[src/rtl/crossbar_pkg.sv]
// rtl/crossbar_pkg.sv - shared defaults and FSM state type for the switch control sequencer
package crossbar_pkg;

  localparam int N_SW_DEF  = 4;
  localparam int DEPTH_DEF = 16;

  typedef enum logic [1:0] {
    IDLE = 2'd0,
    RUN  = 2'd1,
    DONE = 2'd2
  } state_e;

endpackage

[src/rtl/switch_ctrl_seq_if.sv]
// rtl/switch_ctrl_seq_if.sv - configuration, playback control and switch-control output bundle
interface switch_ctrl_seq_if
  import crossbar_pkg::*;
#(
  parameter int N_SW  = N_SW_DEF,
  parameter int DEPTH = DEPTH_DEF
);
  localparam int AW = $clog2(DEPTH);

  logic            cfg_we;
  logic [AW-1:0]   cfg_addr;
  logic [N_SW-1:0] cfg_data;
  logic [AW-1:0]   len;
  logic            loop;
  logic            start;
  logic            stop;
  logic [N_SW-1:0] ctr_out;
  logic            ctr_valid;
  logic            busy;
  logic            done;
  logic [AW-1:0]   idx;

  modport master (
    output cfg_we, cfg_addr, cfg_data, len, loop, start, stop,
    input  ctr_out, ctr_valid, busy, done, idx
  );

  modport slave (
    input  cfg_we, cfg_addr, cfg_data, len, loop, start, stop,
    output ctr_out, ctr_valid, busy, done, idx
  );
endinterface

[src/rtl/switch_cfg_table.sv]
// rtl/switch_cfg_table.sv - DEPTH x N_SW register file, one sync write port, one comb read port
module switch_cfg_table
  import crossbar_pkg::*;
#(
  parameter int N_SW  = N_SW_DEF,
  parameter int DEPTH = DEPTH_DEF,
  parameter int AW    = $clog2(DEPTH)
) (
  input  logic            clk,
  input  logic            rst_n,
  input  logic            we_i,
  input  logic [AW-1:0]   waddr_i,
  input  logic [N_SW-1:0] wdata_i,
  input  logic [AW-1:0]   raddr_i,
  output logic [N_SW-1:0] rdata_o
);
  logic [N_SW-1:0] mem_q [DEPTH];

  always_ff @(posedge clk or negedge rst_n) begin
    if (!rst_n) begin
      for (int i = 0; i < DEPTH; i++) mem_q[i] <= '0;
    end else if (we_i) begin
      mem_q[waddr_i] <= wdata_i;
    end
  end

  assign rdata_o = mem_q[raddr_i];
endmodule

[src/rtl/switch_ctrl_seq.sv]
// rtl/switch_ctrl_seq.sv - plays table entries 0..len onto the switch ctr lines, once or looping
module switch_ctrl_seq
  import crossbar_pkg::*;
#(
  parameter int N_SW  = N_SW_DEF,
  parameter int DEPTH = DEPTH_DEF
) (
  input  logic             clk,
  input  logic             rst_n,
  switch_ctrl_seq_if.slave bus
);
  localparam int AW = $clog2(DEPTH);

  state_e          state_q;
  logic [AW-1:0]   idx_q, len_q, rd_addr;
  logic            loop_q, valid_q, busy_q, done_q;
  logic [N_SW-1:0] ctr_q, rd_data, next_entry;
  logic            tbl_we, last;

  assign tbl_we  = bus.cfg_we && (state_q != RUN);
  assign last    = (idx_q == len_q);
  // Read address is the entry to present next: idx+1, or 0 when starting or wrapping.
  assign rd_addr = (state_q == RUN && !last) ? idx_q + AW'(1) : '0;
  // A write landing on the same edge as the read is forwarded so it is never missed.
  assign next_entry = (tbl_we && bus.cfg_addr == rd_addr) ? bus.cfg_data : rd_data;

  switch_cfg_table #(.N_SW(N_SW), .DEPTH(DEPTH), .AW(AW)) u_table (
    .clk     (clk),
    .rst_n   (rst_n),
    .we_i    (tbl_we),
    .waddr_i (bus.cfg_addr),
    .wdata_i (bus.cfg_data),
    .raddr_i (rd_addr),
    .rdata_o (rd_data)
  );

  always_ff @(posedge clk or negedge rst_n) begin
    if (!rst_n) begin
      state_q <= IDLE;
      idx_q   <= '0;
      len_q   <= '0;
      loop_q  <= 1'b0;
      ctr_q   <= '0;
      valid_q <= 1'b0;
      busy_q  <= 1'b0;
      done_q  <= 1'b0;
    end else begin
      done_q <= 1'b0;
      unique case (state_q)
        IDLE: begin
          if (bus.start && !bus.stop) begin
            state_q <= RUN;
            len_q   <= bus.len;
            loop_q  <= bus.loop;
            idx_q   <= '0;
            ctr_q   <= next_entry;
            valid_q <= 1'b1;
            busy_q  <= 1'b1;
          end
        end
        RUN: begin
          // stop outranks both wrap and normal completion
          if (bus.stop || (last && !loop_q)) begin
            state_q <= bus.stop ? IDLE : DONE;
            done_q  <= !bus.stop;
            idx_q   <= '0;
            ctr_q   <= '0;
            valid_q <= 1'b0;
            busy_q  <= 1'b0;
          end else begin
            idx_q <= rd_addr;
            ctr_q <= next_entry;
          end
        end
        DONE:    state_q <= IDLE;
        default: state_q <= IDLE;
      endcase
    end
  end

  assign bus.ctr_out   = ctr_q;
  assign bus.ctr_valid = valid_q;
  assign bus.busy      = busy_q;
  assign bus.done      = done_q;
  assign bus.idx       = idx_q;
endmodule
[src/flat_wrapper.sv]
// flat-port wrapper written by rule: the top's interface ports become plain ports
module switch_ctrl_seq_flat import crossbar_pkg::*;
#(
  parameter int N_SW  = N_SW_DEF,
  parameter int DEPTH = DEPTH_DEF
)
  (clk, rst_n, bus_cfg_we, bus_cfg_addr, bus_cfg_data, bus_len, bus_loop, bus_start, bus_stop, bus_ctr_out, bus_ctr_valid, bus_busy, bus_done, bus_idx);
  switch_ctrl_seq_if #(.N_SW(N_SW), .DEPTH(DEPTH)) bus_i ();
  input  logic clk;
  input  logic rst_n;
  input wire logic [$bits(bus_i.cfg_we)-1:0] bus_cfg_we;
  input wire logic [$bits(bus_i.cfg_addr)-1:0] bus_cfg_addr;
  input wire logic [$bits(bus_i.cfg_data)-1:0] bus_cfg_data;
  input wire logic [$bits(bus_i.len)-1:0] bus_len;
  input wire logic [$bits(bus_i.loop)-1:0] bus_loop;
  input wire logic [$bits(bus_i.start)-1:0] bus_start;
  input wire logic [$bits(bus_i.stop)-1:0] bus_stop;
  output wire logic [$bits(bus_i.ctr_out)-1:0] bus_ctr_out;
  output wire logic [$bits(bus_i.ctr_valid)-1:0] bus_ctr_valid;
  output wire logic [$bits(bus_i.busy)-1:0] bus_busy;
  output wire logic [$bits(bus_i.done)-1:0] bus_done;
  output wire logic [$bits(bus_i.idx)-1:0] bus_idx;
  assign bus_i.cfg_we = bus_cfg_we;
  assign bus_i.cfg_addr = bus_cfg_addr;
  assign bus_i.cfg_data = bus_cfg_data;
  assign bus_i.len = bus_len;
  assign bus_i.loop = bus_loop;
  assign bus_i.start = bus_start;
  assign bus_i.stop = bus_stop;
  assign bus_ctr_out = bus_i.ctr_out;
  assign bus_ctr_valid = bus_i.ctr_valid;
  assign bus_busy = bus_i.busy;
  assign bus_done = bus_i.done;
  assign bus_idx = bus_i.idx;
  switch_ctrl_seq #(.N_SW(N_SW), .DEPTH(DEPTH)) u_core (.clk(clk), .rst_n(rst_n), .bus(bus_i));
endmodule
[config.mk]
export PLATFORM = sky130hd
export DESIGN_NAME = switch_ctrl_seq_flat
export DESIGN_NICKNAME = d
export VERILOG_FILES = /design/src/rtl/crossbar_pkg.sv /design/src/rtl/switch_ctrl_seq_if.sv /design/src/rtl/switch_cfg_table.sv /design/src/rtl/switch_ctrl_seq.sv /design/src/flat_wrapper.sv
export SDC_FILE = /design/constraint.sdc
export NUM_CORES = 1
export LEC_CHECK = 0
export BUFFER_PORTS_ARGS = -buffer_cell sky130_fd_sc_hd__clkbuf_2
export CORE_ASPECT_RATIO = 0.6
export CORE_MARGIN = 4
export CORE_UTILIZATION = 25
export CTS_CLUSTER_SIZE = 40
export DETAILED_ROUTE_END_ITERATION = 10
export PLACE_DENSITY = 0.44
export SYNTH_ARGS = -nofsm -noshare
export SYNTH_HDL_FRONTEND = slang
export SYNTH_SLANG_ARGS = --single-unit
[constraint.sdc]
create_clock -name clk -period 4.6 [get_ports clk]
set_clock_uncertainty 0.2 [all_clocks]
set_input_delay 0.92 -clock clk [delete_from_list [all_inputs] [get_ports clk]]
set_output_delay 0.92 -clock clk [all_outputs]
set_load 0.005 [all_outputs]
==> reports/results.ini, run 1 <==
[outcome]
status=finished, final reports clean

[global_routing]
grt_pass1_wl_mm=17.2
grt_use_met3_pct=3.64
grt_max_degree=52
track_usage_pct=12.7
grt_use_met1_pct=20.8
grt_pass1_vias=2750
antenna_found_initial=0
met2_usage_pct=15.6
top_usage_layer=met1
grt_remaining_overflow=0

[sta]
drv_slew=0
fin_tns_setup_ns=0
max_freq_mhz=369
setup_viol=0
finalCritPeriodShare_pct=58.9
rsz0062_at_grt=no
worst_slew_pin_slew_ns=0.857
slew_headroom_pct=42.7
period_minus_slack_ns=2.71
hold_viol=0

[clocking]
cts_resized=0
cts_tree=done
clock_latency_ns=0.34
clk_pin_slew_ns=0.06
h-tree-depth=3
hold_buffers=0
post-cts-setup-buffer-count=0
cts_buffers=9
cts.sinks=81
cts_root_buf=clkbuf_16
clockBufferDepth=2

[drt]
wl_per_cell_um=19.4
viasPerCell=4.91
remaining_drc_errors=0
ant_nets=0
via_count=2794
totalWireLength_mm=11.0
firstDrtPassIters=4
drt_iter0_markers=195

[placed_design]
place_congestion=0.796
hpwl_mm=7.86
io_buffers=28
place_inst=553

[critical_path]
required_ns=4.62
crit_arrival_ns=2.73
crit_start=u_core.bus.idx[0]$_DFFE_PN0P_
critPathKind=register to register
cp_max_fo=31
endpoint_kind=register
r2r-start=u_core.bus.idx[0]$_DFFE_PN0P_
start_kind=register

[worst_hold_path]
hold_class=register to register
hp-start=u_core.u_table.mem_q[62]$_DFFE_PN0P_

[finish]
fillers=1584
syn_to_final_growth_pct=16.8
drive_gt1_share_pct=34.4
nets=380
layoutNonFillerInstCount=569
num_antenna_cells=0
utilization_pct=30.0

[yosys]
synth_cell_types=49
ys.flop_type=dfrtp_1
avgSynthCellArea_um2=11.8
synth_fp_nets=356
netlist_area_mm2=0.00397
netlist.area_leader.share_pct=51.1
seq_area_frac_synth_pct=51.1
synth-async-reset-ratio_pct=100
synth_area_leader_cell=dfrtp_1
synth_edf_count=0
synth.area.top_cells=dfrtp_1, mux2_2, o21ai_0
ys_ff_latch=81
yosysWarnings=0
syn_inst=337

[pwr]
power.leakage_nw=1.92
power_density_mw_per_mm2=549
ir_drop_uv=168

[die]
die-area_mm2=0.0180
fp.coreArea_mm2=0.0155
pin_count=29
rows=35
die_w_um=171
dieHeight_um=106
start_util_pct=25.7

[run]
drv_cap=0

## cells in the mapped netlist, types with 2 or more instances
master and n:
a211oi_1 3, a21oi_1 10, a31oi_1 3, and2_1 3, buf_2 3, clkbuf_1 13
dfrtp_1 81, inv_1 7, mux2_1 2, mux2_2 69, mux2i_1 7, nand2_1 17
nand2b_1 6, nand3_1 3, nand4_1 3, nor2_1 22, nor2b_1 2, nor3_1 4
nor4_1 6, o21ai_0 22, o21ai_1 3, o21bai_1 3, o221ai_1 3, o22ai_1 11
o32ai_1 3, or4_1 3, xnor2_1 3
## path summary, 6_finish.rpt
check                                                  endpoint  slack (ns)  cells past startpoint
setup / recovery              u_core.bus.ctr_out[2]$_DFFE_PN0P_        1.89                      6
hold / removal             u_core.u_table.mem_q[62]$_DFFE_PN0P_        0.28                      1
setup reg to reg              u_core.bus.ctr_out[2]$_DFFE_PN0P_        1.89                      6
hold reg to reg            u_core.u_table.mem_q[62]$_DFFE_PN0P_        0.28                      1
max in group asynchronous  u_core.u_table.mem_q[42]$_DFFE_PN0P_        2.88                      2
min in group asynchronous           u_core.len_q[3]$_DFFE_PN0P_        0.43                      1
## state kept, by name, summed over array words and instances (netlist names)
name and flops:
u_core.bus.done 1, u_core.loop_q 1, u_core.len_q 4, u_core.bus.ctr_out 4
u_core.bus.idx 4, u_core.state_q 2, u_core.u_table.mem_q 64, u_core.bus.ctr_valid 1
## cell families (layout without fill, tap and decap cells)
family / count (synthesis) / after routing / share of synthesized area [%]
AOI/OAI and AO/OA: 71 / 71 / 11.7
xor gates and xnor gates: 6 / 6 / 1.99
adders and majority gates: 1 / 1 / 0.315
buffers and inverters: 24 / 53 / 2.46
DFF: 81 / 81 / 51.1
muxes: 78 / 78 / 21.9
and+or+nand+nor: 76 / 76 / 10.5
## critical path: stages, from the launching register on
cell     delay, ns
dfrtp_1       0.38
buf_4         0.26
xnor2_1       0.41
nand4_4       0.29
o31ai_2       0.55
nor4_1        0.14
a221o_1       0.37
## routing by layer
layer | up-vias | wire, um
met5 | - | 0
met2 | 68 | 4120
met3 | 12 | 586
li1 | 1293 | -
met4 | 0 | 138
met1 | 1421 | 6180
## final cells by class
cell class | instances | area [um^2] | area share, %
well taps | 203 | 254 | 5.48
clock inverters | 1 | 30.0 | 0.648
multi-input cells | 232 | 1840 | 39.7
repair buffers | 30 | 158 | 3.40
clock buffers | 15 | 298 | 6.43
inverters | 7 | 26.3 | 0.567
flip-flops and latches | 81 | 2030 | 43.7
## power by group
group,internal [mW],switching [mW],leakage (nW)
combinational,0.320,0.394,0.745
sequential,0.918,0.129,1.02
clock,0.495,0.286,0.162
total,1.73,0.809,1.92
## layout by cell type (no fill, tap or decap), drive strengths merged, types with 2 or more instances in the layout
| cell type | count |
|---|---|
| dfrtp | 81 |
| mux2 | 71 |
| clkbuf | 42 |
| o21ai | 25 |
| nor2 | 23 |
| nand2 | 18 |
| o22ai | 11 |
| a21oi | 11 |
| inv | 7 |
| mux2i | 7 |
| nand2b | 6 |
| nor4 | 6 |
| nor3 | 5 |
| xnor2 | 4 |
| nand4 | 4 |
| and2 | 4 |
| a211oi | 4 |
| o21bai | 3 |
| nand3 | 3 |
| o221ai | 3 |
| o32ai | 3 |
| a31oi | 3 |
| or4 | 3 |
| buf | 3 |
| nor2b | 2 |
| xor2 | 2 |
## through the flow
stage	hold slack (ns)	power, mW	cell area, um^2	setup WS, ns
3_3_place_gp	0.260	1.77	4310	1.66
3_5_place_dp	0.266	1.77	4310	1.64
5_1_grt	0.282	2.68	4630	1.68
6_report	0.276	2.54	4630	1.89
4_1_cts	0.280	2.57	4630	1.89
2_1_floorplan	0.244	1.53	3970	2.23
Note: power is estimated with default switching activity, not from simulation.
==> run 2, diff against run 1 <==
==> constraint.sdc (replaced) <==
create_clock -name clk -period 2.5 [get_ports clk]
set_clock_uncertainty 0.2 [all_clocks]
set_input_delay 0.5 -clock clk [delete_from_list [all_inputs] [get_ports clk]]
set_output_delay 0.5 -clock clk [all_outputs]
set_load 0.005 [all_outputs]
==> reports/results.ini, run 2 (synthesized netlist as in run 1, its figures left out) <==
[outcome]
status=finished, final reports clean

[clocking]
h-tree-depth=3
cts_buffers=9
cts.sinks=81
post-cts-setup-buffer-count=0
cts_tree=done
clockBufferDepth=2
cts_root_buf=clkbuf_16
clk_pin_slew_ns=0.06
clock_latency_ns=0.33

[drt]
firstDrtPassIters=5
ant_nets=0
remaining_drc_errors=0
drt_iter0_markers=225
wl_per_cell_um=18.7
totalWireLength_mm=11.1
viasPerCell=4.97
via_count=2934

[global_routing]
grt_pass1_wl_mm=17.0
track_usage_pct=12.5
antenna_found_initial=0
grt_max_degree=39
grt_remaining_overflow=0
grt_pass1_vias=2784

[run]
drv_cap=0

[pwr]
ir_drop_uv=354
power_density_mw_per_mm2=972
power.leakage_nw=2.01

[critical_path]
crit_chain=nand2b_1 > buf_4 > a41oi_2 > buf_4 > nand2_1 > o21ai_0 > a31oi_1
crit_top_cell=buf_4
crit_end=u_core.bus.ctr_out[0]$_DFFE_PN0P_
crit_arrival_ns=2.40
worstReg2RegEnd=u_core.bus.ctr_out[0]$_DFFE_PN0P_
required_ns=2.50
r2r-start=u_core.state_q[1]$_DFFE_PN0N_
critPathTopFamily=compound AO/OA/AOI/OAI gates
critPathKind=register to register
start_kind=register
cp_num_buf_inv=2
r2r_cells=7
critical_path.slowest_cell=o21ai_0
cp_max_fo=7
cp.depth=7
slowest_delay_ns=0.47
crit_start=u_core.state_q[1]$_DFFE_PN0N_
reg2reg_slack_ns=0.1
endpoint_kind=register

[finish]
num_antenna_cells=0
syn_to_final_growth_pct=20.3
largest_reg_flops=64
largest-register=u_core.u_table.mem_q
mostFrequentLayoutCell=dfrtp_1
drive_gt1_share_pct=37.2
multi_input_area_mm2=0.00184
layout_common_cells=dfrtp_1, mux2_2, clkbuf_2
fillers=1597
nets=401
register_area_mm2=0.00203
layoutNonFillerInstCount=590

[sta]
period_minus_slack_ns=2.40
max_freq_mhz=416
fin_tns_setup_ns=0
finalCritPeriodShare_pct=96.2
rsz0062_at_grt=no
setup_viol=0
drv_slew=0
worst_slew_pin_slew_ns=0.539
hold_viol=0
slew_headroom_pct=64.1

[placed_design]
hpwl_mm=8.27
place_congestion=0.802
place_inst=573
io_buffers=28

[die]
rows=35
die-area_mm2=0.0180
die_w_um=171
start_util_pct=25.7
fp.coreArea_mm2=0.0155
pin_count=29
dieHeight_um=106

[worst_hold_path]
hold_class=input pin to register

## run 2: changes by cell type in the layout (fill, tap and decap cells not counted), sizes merged
cell         before  now
buf               3   23
clkbuf           42   41
clkinvlp          0    1
dlygate4sd3       0    1
## run 2: what timing repair did
item / in CTS / in global routing
gates resized for setup: 0 / 1
endpoints found under the setup margin: 0 / 1
hold buffers: 1 / 0
endpoints found under the hold margin: 36 / 0
## run 2: routing by layer
layer / wire length (um) / global-route usage, %
met2: 4100 / 14.9
met1: 6090 / 21.2
met4: 94 / 2.39
met3: 775 / 3.67
met5: 0 / 0
## run 2: final cells by class
type	count	area share (%)
inverter	7	0.550
sequential	81	42.5
timing repair buffer	51	6.92
clock buffer	14	5.32
multi-input combinational	232	38.6
tap	203	5.32
clock inverter	2	0.786
## run 2: per-stage QoR
step / hold slack (ns) / utilization, % / instance area (um^2) / power [mW] / setup slack [ns]
detailed placement: 0.272 / 28.9 / 4470 / 3.34 / 0.138
global placement: 0.261 / 28.9 / 4470 / 3.33 / 0.0976
CTS: 0.195 / 30.9 / 4770 / 4.68 / 0.118
global route: 0.202 / 30.9 / 4770 / 4.91 / 0.0210
finish: 0.200 / 30.9 / 4770 / 4.64 / 0.0961
floorplan: 0.00441 / - / 3970 / 2.82 / 0.261
## run 2: worst register-to-register path, cell delays in order (launching register included)
cell      delay [ns]
dfrtp_1         0.43
nand2b_1        0.30
buf_4           0.23
a41oi_2         0.14
buf_4           0.18
nand2_1         0.16
o21ai_0         0.47
a31oi_1         0.15
## run 2: worst min path at each step
stage	startpoint	endpoint	slack [ns]	depth (start not counted)
final	bus_loop	u_core.loop_q$_DFFE_PN0P_	0.20	2
after global routing	bus_loop	u_core.loop_q$_DFFE_PN0P_	0.20	2
after CTS	bus_loop	u_core.loop_q$_DFFE_PN0P_	0.20	2
after detailed placement	u_core.u_table.mem_q[54]$_DFFE_PN0P_	u_core.u_table.mem_q[54]$_DFFE_PN0P_	0.27	2
after global placement	u_core.u_table.mem_q[50]$_DFFE_PN0P_	u_core.u_table.mem_q[50]$_DFFE_PN0P_	0.26	2
after floorplan	rst_n	u_core.bus.ctr_out[0]$_DFFE_PN0P_	0.004	0
## run 2: power breakdown
| part | internal (mW) | leakage (nW) | switching (mW) |
|---|---|---|---|
| logic | 0.664 | 0.852 | 0.737 |
| clock network | 0.803 | 0.137 | 0.504 |
| registers | 1.69 | 1.02 | 0.243 |
| total | 3.16 | 2.01 | 1.48 |
==> run 3, diff against run 2 <==
--- a/config.mk
+++ b/config.mk
@@ -11,7 +11,9 @@
 export CORE_UTILIZATION = 25
 export CTS_CLUSTER_SIZE = 40
 export DETAILED_ROUTE_END_ITERATION = 10
-export PLACE_DENSITY = 0.44
+export GPL_ROUTABILITY_DRIVEN = 0
+export PLACE_DENSITY = 0.47
 export SYNTH_ARGS = -nofsm -noshare
 export SYNTH_HDL_FRONTEND = slang
 export SYNTH_SLANG_ARGS = --single-unit
+export TNS_END_PERCENT = 50
==> reports/results.ini, run 3 (synthesized netlist as in run 1, its figures left out) <==
[global_routing]
antenna_found_initial=0
track_usage_pct=12.9
grt_remaining_overflow=0
grt_pass1_wl_mm=17.5
grt_max_degree=49
grt_pass1_vias=2904

[finish]
syn_to_final_growth_pct=20.3
nets=397
num_antenna_cells=0
drive_gt1_share_pct=38.0
mostFrequentLayoutCell=dfrtp_1
largest_reg_flops=64
layout_common_cells=dfrtp_1, mux2_2, clkbuf_2
largest-register=u_core.u_table.mem_q
utilization_pct=30.9

[die]
die_w_um=171
start_util_pct=25.7
dieHeight_um=106
pin_count=29
fp.coreArea_mm2=0.0155
rows=35
die-area_mm2=0.0180

[sta]
holdWs_ns=-0.0193
rsz0062_at_grt=no
finalCritPeriodShare_pct=93.1
drv_slew=0
setup_viol=0
slew_headroom_pct=57.3
hold_viol=22
fin_tns_setup_ns=0
period_minus_slack_ns=2.33
max_freq_mhz=430
worst_slew_pin_slew_ns=0.640

[outcome]
status=finished with violations
violations=hold timing

[clocking]
cts_resized=0
cts_tree=done
clk_pin_slew_ns=0.06
hold_buffers=0
cts.sinks=81
clockBufferDepth=2
clock_latency_ns=0.34
post-cts-setup-buffer-count=0
cts_buffers=9
cts_root_buf=clkbuf_16
h-tree-depth=3

[drt]
via_count=2837
viasPerCell=4.85
wl_per_cell_um=18.8
totalWireLength_mm=11.0
firstDrtPassIters=4
drt_iter0_markers=185
remaining_drc_errors=0
ant_nets=0

[pwr]
total_power_mw=4.74
power.leakage_nw=2.00
ir_drop_uv=385
power_density_mw_per_mm2=994

[critical_path]
crit_arrival_ns=2.35
cp_max_fo=10
endpoint_kind=register
required_ns=2.52
critPathKind=register to register
start_kind=register

[run]
drv_cap=0

[placed_design]
io_buffers=28
hpwl_mm=8.24

[worst_hold_path]
hold_class=input pin to asynchronous set/reset pin

run 3: routing by layer:
| metal | part of all wire, % | GRT usage (%) | routed length [um] | up-vias |
|---|---|---|---|---|
| met5 | 0 | 0 | 0 | - |
| met4 | 0.80 | 2.56 | 88 | 0 |
| met3 | 6.8 | 3.82 | 744 | 9 |
| met2 | 37 | 15.2 | 4040 | 66 |
| met1 | 56 | 22.0 | 6150 | 1435 |
| li1 | - | - | - | 1327 |
run 3: area by class of cell:
type / count / area [um^2]
fill: 1578 / 10700
clock buffer: 10 / 229
inverter: 7 / 26.3
multi-input combinational: 232 / 1860
clock inverter: 5 / 81.3
timing repair buffer: 47 / 298
tap: 203 / 254
sequential: 81 / 2030
run 3: worst max-delay path: stages (launching register included):
cell and delay (ns):
dfrtp_1 0.40, buf_4 0.16, xnor2_1 0.42, a41o_2 0.44, nor2_2 0.07, o22ai_1 0.18
a311oi_1 0.07, a221o_1 0.28
run 3: metrics by stage:
stage / setup slack, ns / hold WS (ns) / area [um^2] / instances
floorplan: 0.261 / 0.00441 / 3970 / 337
global placement: 0.120 / 0.257 / 4450 / 570
detailed placement: 0.0601 / 0.268 / 4450 / 570
CTS: 0.0403 / 0.0120 / 4760 / 585
global route: 0.0665 / 0.0415 / 4770 / 585
finish: 0.173 / -0.0193 / 4770 / 585
run 3: final timing paths:
path	startpoint	endpoint	slack [ns]	depth (start not counted)
max	u_core.bus.idx[1]$_DFFE_PN0P_	u_core.bus.ctr_out[2]$_DFFE_PN0P_	0.17	7
min	rst_n	u_core.len_q[3]$_DFFE_PN0P_	-0.02	1
max reg2reg	u_core.bus.idx[1]$_DFFE_PN0P_	u_core.bus.ctr_out[2]$_DFFE_PN0P_	0.17	7
min reg2reg	u_core.u_table.mem_q[62]$_DFFE_PN0P_	u_core.u_table.mem_q[62]$_DFFE_PN0P_	0.28	1
max in group asynchronous	rst_n	u_core.u_table.mem_q[46]$_DFFE_PN0P_	1.50	2
min in group clk	bus_loop	u_core.loop_q$_DFFE_PN0P_	0.20	2
run 3: report_power, final:
group          total (mW)  switching (mW)  internal, mW  leakage [nW]
Combinational        1.42           0.764         0.651         0.836
Clock                1.39           0.519         0.869         0.149
Sequential           1.94           0.247          1.69          1.02
Total                4.74            1.53          3.21          2.00
